`config.mk`:
```
export PLATFORM = sky130hd
export DESIGN_NAME = softmax_job_sched
export DESIGN_NICKNAME = d
export VERILOG_FILES = /design/src/rtl/softmax_job_sched.sv
export SDC_FILE = /design/constraint.sdc
export NUM_CORES = 1
export LEC_CHECK = 0
export CAP_MARGIN = 25
export CORE_ASPECT_RATIO = 2
export CORE_MARGIN = 3
export CORE_UTILIZATION = 44
export CTS_BUF_LIST = sky130_fd_sc_hd__clkbuf_4
export DETAILED_ROUTE_END_ITERATION = 10
export GPL_TIMING_DRIVEN = 0
export PLACE_DENSITY = 0.79
export SLEW_MARGIN = 20
export SYNTH_ARGS = -nofsm -noshare
export SYNTH_HDL_FRONTEND = slang
export SYNTH_SLANG_ARGS = --single-unit
```
`constraint.sdc`:
```
create_clock -name clk -period 2.4 [get_ports clk]
set_clock_uncertainty 0.1 [all_clocks]
set_input_delay 0.36 -clock clk [delete_from_list [all_inputs] [get_ports clk]]
set_output_delay 0.36 -clock clk [all_outputs]
set_load 0.05 [all_outputs]
```
`src/rtl/softmax_job_sched.sv`:
```
// softmax_job_sched: round-robin job scheduler in front of the single-lane
// softmax core. It grants one requester at a time and sequences the core's
// init/start pulses. It counts the core's done beats, runs a watchdog that can
// soft-reset the core, and reports one completion record per job.
//
// Handshakes:
//   req_valid[i]/req_ready[i]: requester i raises valid and holds valid plus
//   its address slices stable until it sees ready. ready is a one-cycle pulse,
//   and the descriptor transfers in that cycle. At most one ready bit is high
//   at a time.
//   cmp_valid: one-cycle completion pulse carrying cmp_id/cmp_count/cmp_error.
//   It has no backpressure.
module softmax_job_sched #(
  parameter int NREQ     = 4,
  parameter int ADDRSIZE = 10,
  parameter int TO_WIDTH = 16
) (
  input  logic                     clk,
  input  logic                     reset,
  input  logic [NREQ-1:0]          req_valid,
  output logic [NREQ-1:0]          req_ready,
  input  logic [NREQ*ADDRSIZE-1:0] req_start_addr,
  input  logic [NREQ*ADDRSIZE-1:0] req_end_addr,
  input  logic [TO_WIDTH-1:0]      timeout_cycles,
  output logic                     sm_init,
  output logic                     sm_start,
  output logic [ADDRSIZE-1:0]      sm_start_addr,
  output logic [ADDRSIZE-1:0]      sm_end_addr,
  input  logic                     sm_done,
  output logic                     sm_reset,
  output logic                     busy,
  output logic                     cmp_valid,
  output logic [$clog2(NREQ)-1:0]  cmp_id,
  output logic [ADDRSIZE:0]        cmp_count,
  output logic                     cmp_error,
  output logic [2:0]               dbg_state_o
);

  localparam int IDW = $clog2(NREQ);

  typedef enum logic [2:0] {
    S_IDLE      = 3'd0,
    S_INIT      = 3'd1,
    S_START     = 3'd2,
    S_WAIT_DONE = 3'd3,
    S_STREAM    = 3'd4,
    S_RECOVER   = 3'd5,
    S_CMPL      = 3'd6
  } state_e;

  state_e                state_q, state_d;
  logic [IDW-1:0]        rr_ptr_q, rr_ptr_d;
  logic [IDW-1:0]        cur_id_q, cur_id_d;
  logic [ADDRSIZE-1:0]   start_addr_q, start_addr_d;
  logic [ADDRSIZE-1:0]   end_addr_q, end_addr_d;
  logic [TO_WIDTH-1:0]   timer_q, timer_d;
  logic [ADDRSIZE:0]     beats_q, beats_d;
  logic                  err_q, err_d;
  logic                  rec_q, rec_d;
  logic [NREQ-1:0]       req_ready_q, grant_d;

  logic                  init_q, start_q, sm_reset_q, busy_q;
  logic                  cmp_valid_q, cmp_error_q;
  logic [IDW-1:0]        cmp_id_q;
  logic [ADDRSIZE:0]     cmp_count_q;

  logic                  arb_en;
  logic                  arb_found;
  logic [IDW-1:0]        arb_g;
  logic [IDW-1:0]        cand;
  int                    arb_base;
  logic                  wd_fire;
  logic [ADDRSIZE:0]     exp_beats;
  logic [TO_WIDTH-1:0]   timer_inc;
  logic [ADDRSIZE:0]     beats_inc;

  // Requester index base+off, wrapped modulo NREQ.
  function automatic logic [IDW-1:0] rr_index(input logic [IDW-1:0] base, input int off);
    int s;
    s = int'(base) + off;
    if (s >= NREQ) s = s - NREQ;
    return s[IDW-1:0];
  endfunction

  assign exp_beats = {1'b0, end_addr_q} - {1'b0, start_addr_q};
  assign timer_inc = (&timer_q) ? timer_q : timer_q + 1'b1;
  assign beats_inc = (&beats_q) ? beats_q : beats_q + 1'b1;
  assign wd_fire   = (timeout_cycles != '0) && (timer_q == timeout_cycles);

  // Next-state logic, job bookkeeping and round-robin arbitration.
  always_comb begin
    state_d      = state_q;
    rr_ptr_d     = rr_ptr_q;
    cur_id_d     = cur_id_q;
    start_addr_d = start_addr_q;
    end_addr_d   = end_addr_q;
    timer_d      = timer_q;
    beats_d      = beats_q;
    err_d        = err_q;
    rec_d        = rec_q;
    grant_d      = '0;
    arb_en       = 1'b0;
    arb_found    = 1'b0;
    arb_g        = '0;
    cand         = '0;
    arb_base     = 0;

    case (state_q)
      S_IDLE: begin
        // A ready pulse is out this cycle: the descriptor is already latched,
        // so decide between the reject and normal paths instead of granting.
        if (req_ready_q != '0) begin
          beats_d = '0;
          if (end_addr_q <= start_addr_q) begin
            err_d   = 1'b1;
            state_d = S_CMPL;
          end else begin
            err_d   = 1'b0;
            state_d = S_INIT;
          end
        end else begin
          arb_en = 1'b1;
        end
      end
      S_INIT: begin
        timer_d = '0;
        state_d = S_START;
      end
      S_START: begin
        state_d = S_WAIT_DONE;
      end
      S_WAIT_DONE: begin
        if (wd_fire) begin
          err_d   = 1'b1;
          rec_d   = 1'b0;
          state_d = S_RECOVER;
        end else begin
          timer_d = timer_inc;
          if (sm_done) begin
            beats_d = {{ADDRSIZE{1'b0}}, 1'b1};
            state_d = S_STREAM;
          end
        end
      end
      S_STREAM: begin
        if (wd_fire) begin
          err_d   = 1'b1;
          rec_d   = 1'b0;
          state_d = S_RECOVER;
        end else begin
          timer_d = timer_inc;
          if (sm_done) begin
            beats_d = beats_inc;
          end else begin
            if (beats_q != exp_beats) err_d = 1'b1;
            state_d = S_CMPL;
          end
        end
      end
      S_RECOVER: begin
        // Two cycles of core soft reset, tracked by rec_q.
        if (rec_q) state_d = S_CMPL;
        else       rec_d   = 1'b1;
      end
      S_CMPL: begin
        // The grant decided here shows up in the following IDLE cycle.
        arb_en  = 1'b1;
        state_d = S_IDLE;
      end
      default: state_d = S_IDLE;
    endcase

    if (arb_en) begin
      for (int k = 0; k < NREQ; k++) begin
        cand = rr_index(rr_ptr_q, k);
        if (!arb_found && req_valid[cand]) begin
          arb_found = 1'b1;
          arb_g     = cand;
        end
      end
      if (arb_found) begin
        arb_base       = int'(arb_g) * ADDRSIZE;
        grant_d[arb_g] = 1'b1;
        rr_ptr_d       = rr_index(arb_g, 1);
        cur_id_d       = arb_g;
        start_addr_d   = req_start_addr[arb_base +: ADDRSIZE];
        end_addr_d     = req_end_addr[arb_base +: ADDRSIZE];
      end
    end
  end

  // State, datapath and registered output decodes of the next state.
  always_ff @(posedge clk) begin
    if (reset) begin
      state_q      <= S_IDLE;
      rr_ptr_q     <= '0;
      cur_id_q     <= '0;
      start_addr_q <= '0;
      end_addr_q   <= '0;
      timer_q      <= '0;
      beats_q      <= '0;
      err_q        <= 1'b0;
      rec_q        <= 1'b0;
      req_ready_q  <= '0;
      init_q       <= 1'b0;
      start_q      <= 1'b0;
      sm_reset_q   <= 1'b0;
      busy_q       <= 1'b0;
      cmp_valid_q  <= 1'b0;
      cmp_id_q     <= '0;
      cmp_count_q  <= '0;
      cmp_error_q  <= 1'b0;
    end else begin
      state_q      <= state_d;
      rr_ptr_q     <= rr_ptr_d;
      cur_id_q     <= cur_id_d;
      start_addr_q <= start_addr_d;
      end_addr_q   <= end_addr_d;
      timer_q      <= timer_d;
      beats_q      <= beats_d;
      err_q        <= err_d;
      rec_q        <= rec_d;
      req_ready_q  <= grant_d;
      init_q       <= (state_d == S_INIT);
      start_q      <= (state_d == S_START);
      sm_reset_q   <= (state_d == S_RECOVER);
      busy_q       <= (state_d != S_IDLE);
      cmp_valid_q  <= (state_d == S_CMPL);
      cmp_id_q     <= (state_d == S_CMPL) ? cur_id_q : '0;
      cmp_count_q  <= (state_d == S_CMPL) ? beats_d : '0;
      cmp_error_q  <= (state_d == S_CMPL) ? err_d : 1'b0;
    end
  end

  assign req_ready     = req_ready_q;
  assign sm_init       = init_q;
  assign sm_start      = start_q;
  assign sm_start_addr = start_addr_q;
  assign sm_end_addr   = end_addr_q;
  assign sm_reset      = sm_reset_q;
  assign busy          = busy_q;
  assign cmp_valid     = cmp_valid_q;
  assign cmp_id        = cmp_id_q;
  assign cmp_count     = cmp_count_q;
  assign cmp_error     = cmp_error_q;
  assign dbg_state_o   = state_q;

endmodule

```
==> metrics <==
outcome finished, violations left; failing checks negative setup slack; boundary pin count roughly 150; Layout area overhead 52.0%; synth top area cells dfxtp_1 (33%), a21oi_1 (5.8%), xnor2_1 (5.6%); worst-margin pin slew about 0.79 ns; Worst slew margin between 40% and 50%; R2R depth 9; vias per cell around 5.8; final worst slack -0.165 ns; syn_area_per_cell just under 8 um2; R2R Path End busy; aggregate negative setup slack -2.92 ns; dpl cells 900; Synth top area share between 30% and 40%; YS warnings 0; Min Clock Period, post-route ~2.6 ns; largest area contributor in the netlist dfxtp_1; final std cells w/o fill around 930; Synth Flop Type dfxtp_1; final hold vios 0; Routed WL per cell 19.5 um; first-pass GRT wire length roughly 27 mm; VDD IR max 0.702 mV; CTS hold repair buffers 0; Worst path most repeated cell buf_4; Hold Path End sm_start_addr[9]; Mapped Cells roughly 620; RSZ-0062 raised after global routing true; Max Transition Viols Final 0; setup slack, reg-to-reg -0.17 ns; pwr dens approximately 1100 nW/um2; total wire length 18.1 mm; gr usage total 28.0%; worst skew pair latency around 0.45 ns; initial antenna violation count 1; 1st-pass router iterations 6; total CTS buffers 9; layout cells sized above 1 between 20% and 30%; critical path buffer and inverter count 2; hold path depth 2; WP data arrival 2.81 ns; Synth top cells by count dfxtp_1 (79), nor2_1 (63), a21oi_1 (56), nand2_1 (50), xnor2_1 (31); GPL Wtd Cong 0.876; CP peak stage delay about 0.54 ns; total number of vias approximately 5400; clk slew on worst S/H paths 0.13 ns; post-synthesis cell area 4860 um2; CP top delay family simple AND/OR/NAND/NOR gates; leakage power roughly 2.7 nW; Initial DRC Count between 300 and 400; Die Area 12400 um2; fmax 0.390 GHz; dpl hpwl approximately 14 mm; Core ar. 10700 um2; pre-CTS setup slack -1.12 ns; Die Ht 155 um; most common cell in the netlist dfxtp_1; Final period util 107%; largest net degree at the start of global routing 14; Crit Path Max Fanout 3; placed inst area 6600 um2; Seq/Total Area, Yosys between 30% and 40%; worst r2r src req_ready[3]; die width around 80 um; Max-Cap Viols 0; CP startpoint kind flop; Layout Nets 905; vias in the first global route roughly 5700; HP Start sm_start_addr[9]; Netlist cell types between 50 and 60; Seq cells post-synth 79; Critical Path End Type flop; clock root buffer clkbuf_4; CTS tree built; starting density of the core between 40% and 50%; Worst Path Required 2.64 ns; post-route cell area 7390 um2; standard-cell rows 53; Final setup viols 33; DRT antenna net count 0; number of buffers added on ports approximately 150; Slowest cell on crit path or4_4; filler instances 896; clk buf depth 2; Post-synth EDFFs 0; crit path cell chain or4_4, buf_4, and3b_1, o21ai_0, o41a_1, and4_4, buf_4, nor2_1, or3_1; DR DRC count 0; syn nets between 700 and 800; H-tree levels 3; async set-reset flop share out of synthesis 0%; critical setup path kind reg2reg; TritonCTS Sinks between 70 and 80; grt ovf 0; Hold Path Class reg2reg
-- power breakdown --
group          total (W)  switching (W)  internal [W]
clock           0.000685       0.000474      0.000211
combinational    0.00564        0.00318       0.00246
sequential       0.00176       0.000197       0.00156
-- routing by layer --
layer | GRT usage [%] | vias to the layer above | part of all wire [%]
met2 | 55.5 | 244 | 58
met1 | 23.8 | 2558 | 32
met3 | 5.42 | 69 | 4.9
met4 | 17.5 | 0 | 5.3
li1 | - | 2542 | -
met5 | 0 | - | 0
-- cells in the final DEF, fill, tap and decap left out, types with 20 or more instances in the layout --
| master | Yosys | layout |
|---|---|---|
| a21oi_1 | 56 | 32 |
| xnor2_1 | 31 | 31 |
| dfxtp_2 | 0 | 22 |
| dfxtp_1 | 79 | 45 |
| inv_1 | 28 | 26 |
| nor2b_1 | 28 | 28 |
| a21oi_2 | 1 | 20 |
| a211oi_1 | 23 | 21 |
| nor2_1 | 63 | 56 |
| clkdlybuf4s50_1 | 0 | 135 |
| a211o_1 | 23 | 23 |
| mux2i_1 | 22 | 22 |
| nand2_1 | 50 | 46 |
-- cells by family (layout without fill, tap and decap cells) --
group           Yosys count  after routing  synth area share (%)
compound gates          162            162                  22.1
xor+xnor                 41             41                  7.38
fa+ha+maj                17             17                  4.53
buf+inv                  62            236                  5.15
flops                    79             79                  32.5
mux                      22             22                  4.53
other cells               0              1                     0
simple gates            232            232                  23.8
-- area by class of cell --
cell class | count | area (um2) | share of cell area [%]
multi-input cells | 474 | 3480 | 47.1
flip-flops and latches | 79 | 1650 | 22.4
repair buffers | 162 | 1650 | 22.4
plain buffers | 31 | 223 | 3.01
well taps | 137 | 171 | 2.32
inverters | 28 | 109 | 1.47
clock buffers | 10 | 75.1 | 1.02
clock inverters | 5 | 26.3 | 0.355
diodes | 1 | 2.50 | 0.0338
-- worst reg2reg max path, cell delays in order (launching register included) --
cell,delay (ns)
dfxtp_2,0.34
or4_4,0.54
buf_4,0.16
and3b_1,0.19
o21ai_0,0.09
o41a_1,0.30
and4_4,0.26
buf_4,0.11
nor2_1,0.03
or3_1,0.32
-- worst max path at each step --
| stage | from | endpoint | slack, ns | cells after the start |
|---|---|---|---|---|
| global placement | req_valid[0] | rr_ptr_q[1] | -1.02 | 11 |
| floorplan | sm_start_addr[8] | cmp_error | 0.0004 | 9 |
| CTS | sm_start_addr[3] | cmp_count[10] | -0.20 | 10 |
| global route | sm_end_addr[0] | err_q | -0.24 | 10 |
| finish | req_ready[3] | busy | -0.17 | 9 |
| detailed placement | req_valid[0] | rr_ptr_q[1] | -1.12 | 11 |
-- registers in the layout (all words and copies together) (netlist names), 3 cells and up --
register,flops
beats_q,11
cmp_count,11
dbg_state_o,3
req_ready,4
sm_end_addr,10
sm_start_addr,10
timer_q,16
-- what timing repair did --
item / CTS / global route
buffers inserted: 6 / 5
cloned: 0 / 3
endpoints found under the setup margin: 74 / 63
resized for setup: 77 / 94
pin swaps: 22 / 17
-- through the flow --
| step | util, % | total power, W | hold slack (ns) |
|---|---|---|---|
| floorplan | - | 0.00467 | 0.309 |
| global placement | 61.8 | 0.00591 | 0.341 |
| detailed placement | 61.8 | 0.00599 | 0.345 |
| CTS | 65.3 | 0.00710 | 0.354 |
| global route | 69.3 | 0.00851 | 0.403 |
| finish | 69.3 | 0.00808 | 0.382 |
Power figures use the tool's default switching activity.
==> patch 1: new RTL, config.mk and constraints unchanged <==
The parameter `ADDRSIZE` goes from 10 to 9.
--- a/src/rtl/softmax_job_sched.sv
+++ b/src/rtl/softmax_job_sched.sv
@@ -12,7 +12,7 @@
 //   It has no backpressure.
 module softmax_job_sched #(
   parameter int NREQ     = 4,
-  parameter int ADDRSIZE = 10,
+  parameter int ADDRSIZE = 9,
   parameter int TO_WIDTH = 16
 ) (
   input  logic                     clk,
Ports: changed (5 resized); port bits go from 149 to 138. The function was not compared with the original's and may differ.
==> patch 1 against the original RTL <==
  * The run still ends with setup timing left
  * Setup slack got worse by 290 ps
  * Area after synthesis is 4.5% lower
  * Sequential cell count down 4
  * Routed wire length shrank 16%
  * Global-route usage shrank 2.8 points
  * Power shrank 16%
  * Design area fell by 9.9%
  * Sequential power is 7% lower
==> patch 1: results (changes against the original RTL) <==
* Status: finished, violations left
* Failing checks: setup timing
* Post-Synthesis Cells at 556 (-9.6%)
* P_leak at 2.50 nW (-8.4%)
* Syn nets at 668 (-9.1%)
* Drt pass-1 iters at 5 (-1)
* Seq_cells at 75 (-5.1%)
* CP Capture Point: cmp_count[7]
* Signal buf overhead at 0.244 (-0.00953)
* Crit Path Max Fanout at 8 (+5)
* Crit. Startpoint: sm_end_addr[0]
* Routed WL at 15200 um (-16%)
* Non-CTS buffers at 178 (-7.8%)
* Met3 WL at 946 um (+6.8%)
* Post-DP HPWL at 12000 um (-12%)
* First-pass GRT wire length at 23300 um (-13%)
* Initial DRC count at 359 (-5.8%)
* DRT met1 WL at 4780 um (-16%)
* Setup TNS at -6740 ps (-3820 ps)
* Fraction of layout cells with a size suffix above 1 at 0.163 (-0.0401)
* WHS at 175 ps (-207 ps)
* Vias post-DR at 4914 (-9.2%)
* Vias in the first global route at 5094 (-9.9%)
* FF/Latch Area at 0.00155 mm2 (-6.6%)
* Hold Path Sink: beats_q[0]
* Worst-Margin Slew at 657 ps (-135 ps)
* Dpl cell area at 0.00622 mm2 (-5.7%)
* Count of multi-input gates at 425 (-10%)
* Final worst setup slack at -456 ps (-291 ps)
* Placed cells at 826 (-8.2%)
* Place WS at -914 ps (+211 ps)
* Area growth, synth to finish at 43.5%
* Synth cell count leaders: dfxtp_1 (75), a21oi_1 (51), nor2_1 (51), nand2_1 (38), xnor2_1 (27)
* IO buf count at 135 (-8.8%)
* Multi-input gate area in the final layout at 0.00310 mm2 (-11%)
* Clock Path Buffers at 2 (unchanged)
* Crit-path slowest cell: or4b_4
* CP arrival at 3160 ps (+350 ps)
* GRT Overall Usage at 0.252 (-0.0279)
* GP Congestion at 0.919 (+5.0%)
* Largest net degree at the start of global routing at 15 (+1)
* Fillers at 892 (-0.45%)
* Top cell family by delay on the critical path: compound AO/OA/AOI/OAI gates
* R2R depth at 11 (+2)
* Final setup violation count at 23 (-30%)
* Final cell count without fillers at 855 (-7.8%)
* HP Class: input port to register
* Post-cts resize count at 33 (-57%)
* Max rail drop VDD at 788 uV (+12%)
* HP Start: reset
* Post-synth cell types at 64 (+8.5%)
* Final clock-cell share at 0.0180 (+0.00432)
==> patch 1: changes by cell type after synthesis, moves of 6 or more <==
cell       unedited run  this run
o22ai_1               1         7
a2111oi_0             0         6
xor2_1               10        18
a2bb2oi_1             0         6
a211o_1              23        15
nor2_1               63        51
nand2_1              50        38
o21ai_0              22        15
nor2b_1              28        19
==> patch 1: power by group <==
part,total [mW],switching [mW],internal [mW]
Clock,0.694,0.477,0.218
Sequential,1.63,0.164,1.47
Combinational,4.49,2.69,1.80
==> patch 1: metal layers <==
metal  vias up  track usage
met1      2250        0.203
met2       243        0.499
met5         -            0
li1       2345            -
met4         0        0.187
met3        76       0.0613
==> patch 1: logic make-up after synthesis <==
logic type,share of synthesized area
adder cells (fa/ha/maj),0.0474
XOR/XNOR,0.0849
multiplexers,0.0539
flip-flops,0.323
AND/OR/NAND/NOR,0.216
buffers and inverters,0.0499
AO/OA/AOI/OAI,0.225
==> patch 2: new RTL, config.mk and constraints unchanged <==
Without the edit above. Reset style: asynchronous (`reset`), changed in one clocked block.
--- a/src/rtl/softmax_job_sched.sv
+++ b/src/rtl/softmax_job_sched.sv
@@ -190,7 +190,7 @@
   end
 
   // State, datapath and registered output decodes of the next state.
-  always_ff @(posedge clk) begin
+  always_ff @(posedge clk or posedge reset) begin
     if (reset) begin
       state_q      <= S_IDLE;
       rr_ptr_q     <= '0;
Function: differs if reset is asserted again (counterexample within 4 cycles, from zero or initial values and one cycle with reset high); with reset held inactive, the same outputs for 4 cycles.
==> patch 2 against the original RTL <==
  * The run still ends with setup timing left
  * Sequential share of layout area increased by 3.3 points
  * Design area up 5.6%
  * Worst hold slack lost 210 ps
  * Sequential cell count unchanged
  * Power up 19%
  * Setup slack improved by 10 ps
  * Routed wire length increased by 0.96%
  * Area after synthesis increased by 6.1%
  * Largest cell class unchanged
==> patch 2: results (changes against the original RTL) <==
* GP Congestion at 0.964 (+10%)
* Placed cells at 942 (+4.7%)
* Multi-input gate area in the final layout at 0.00341 mm2 (-2.0%)
* Drt pass-1 iters at 8 (+2)
* Grt met1 use at 0.238 (+0.000660)
* HP Class: input port to asynchronous set/reset pin
* Fillers at 954 (+6.5%)
* Seq/Total Area, Yosys at 0.383 (+0.0578)
* Largest stage delay, worst path at 490 ps (-50 ps)
* Layout Nets at 958 (+5.9%)
* Final setup violation count at 13 (-61%)
* Post-synthesis xor/xnor area fraction at 0.0526 (-0.0212)
* Post-cts resize count at 46 (-40%)
* Post-synth cell types at 65 (+10%)
* Post-Synth Adder-Cell Area at 0.0427 (-0.00261)
* Reg with most FFs: timer_q
* Top cell family by delay on the critical path: compound AO/OA/AOI/OAI gates
* Crit-path slowest cell: dfrtp_2
* Met2 Use GR at 0.523 (-0.0323)
* First-pass GRT wire length at 28700 um (+6.7%)
* Largest net degree at the start of global routing at 36 (+22)
* Clock Power Share at 0.088 (+0.003)
* Setup TNS at -1520 ps (+1400 ps)
* Failing checks: setup timing
* Max rail drop VDD at 781 uV (+11%)
* Vias per cell at 5.77 (-1.2%)
* Crit Path Max Fanout at 8 (+5)
* Avg WL per Cell at 18.6 um (-5.1%)
* Clock Path Buffers at 2 (unchanged)
* Dpl cell area at 0.00695 mm2 (+5.3%)
* Initial DRC count at 473 (+24%)
* GRT Overall Usage at 0.286 (+0.00610)
* Comb pwr at 6.70 mW (+19%)
* DRT met1 WL at 5560 um (-2.7%)
* Post-CTS Setup Inserts at 17 (+11)
* Vias post-DR at 5687 (+5.1%)
* Status: finished, violations left
* Worst-Margin Slew at 620 ps (-172 ps)
* Sw Share at 0.508 (+0.0315)
* Post-DP HPWL at 13800 um (+1.4%)
* Syn. warnings at 0 (unchanged)
* Mux contribution to synthesized area at 0.00824 (-0.0370)
* Sw Pwr at 4.90 mW (+27%)
* Wire length on met2 at 10100 um (-3.9%)
* Synth async-reset ratio at 1.00 (+1.00)
* Avg Cell Area, Syn at 7.94 um2 (+0.41%)
* Syn nets at 770 (+4.8%)
* Crit. Startpoint: sm_end_addr[1]
* Compound-Gate Fraction of Synth Area at 0.195 (-0.0261)
* GR Util met3 at 0.0912 (+0.0370)
* Met3 WL at 1170 um (+33%)
* Final worst setup slack at -155 ps (+10.3 ps)
* Synth Flop Type: dfrtp_1
* CP Capture Point: cmp_count[10]
* Vias in the first global route at 5970 (+5.6%)
* Fraction of layout cells with a size suffix above 1 at 0.212 (+0.00955)
* Synth cell count leaders: nand2_1 (96), nor2_1 (89), dfrtp_1 (79), nand3_1 (40), a21oi_1 (33)
* Place WS at -625 ps (+500 ps)
* P_leak at 3.37 nW (+23%)
patch 2: changes by cell type after synthesis, sizes merged, moves of 22 or more:
cell	change
a21oi	-22
dfrtp	+79
dfxtp	-79
nand2	+48
nor2	+27
nor2b	-24
o21ai	+38
xnor2	-22
patch 2: layout make-up:
class                           instances  area share
Buffer                                 32      0.0229
Sequential cell                        79       0.256
Tap cell                              142      0.0228
Multi-Input combinational cell        505       0.437
Timing Repair Buffer                  180       0.226
Clock buffer                            9     0.00865
Clock inverter                          7     0.00994
Antenna cell                            1    0.000321
Inverter                               31      0.0163
patch 2: worst min path at each step:
stage / end / depth (start not counted) / slack (ps)
after CTS: sm_init / 2 / 160
after detailed placement: cur_id_q[0] / 1 / 360
after global routing: cmp_count[8] / 2 / 170
final: cmp_id[1] / 2 / 170
after global placement: cur_id_q[0] / 1 / 360
after floorplan: cur_id_q[0] / 1 / 340
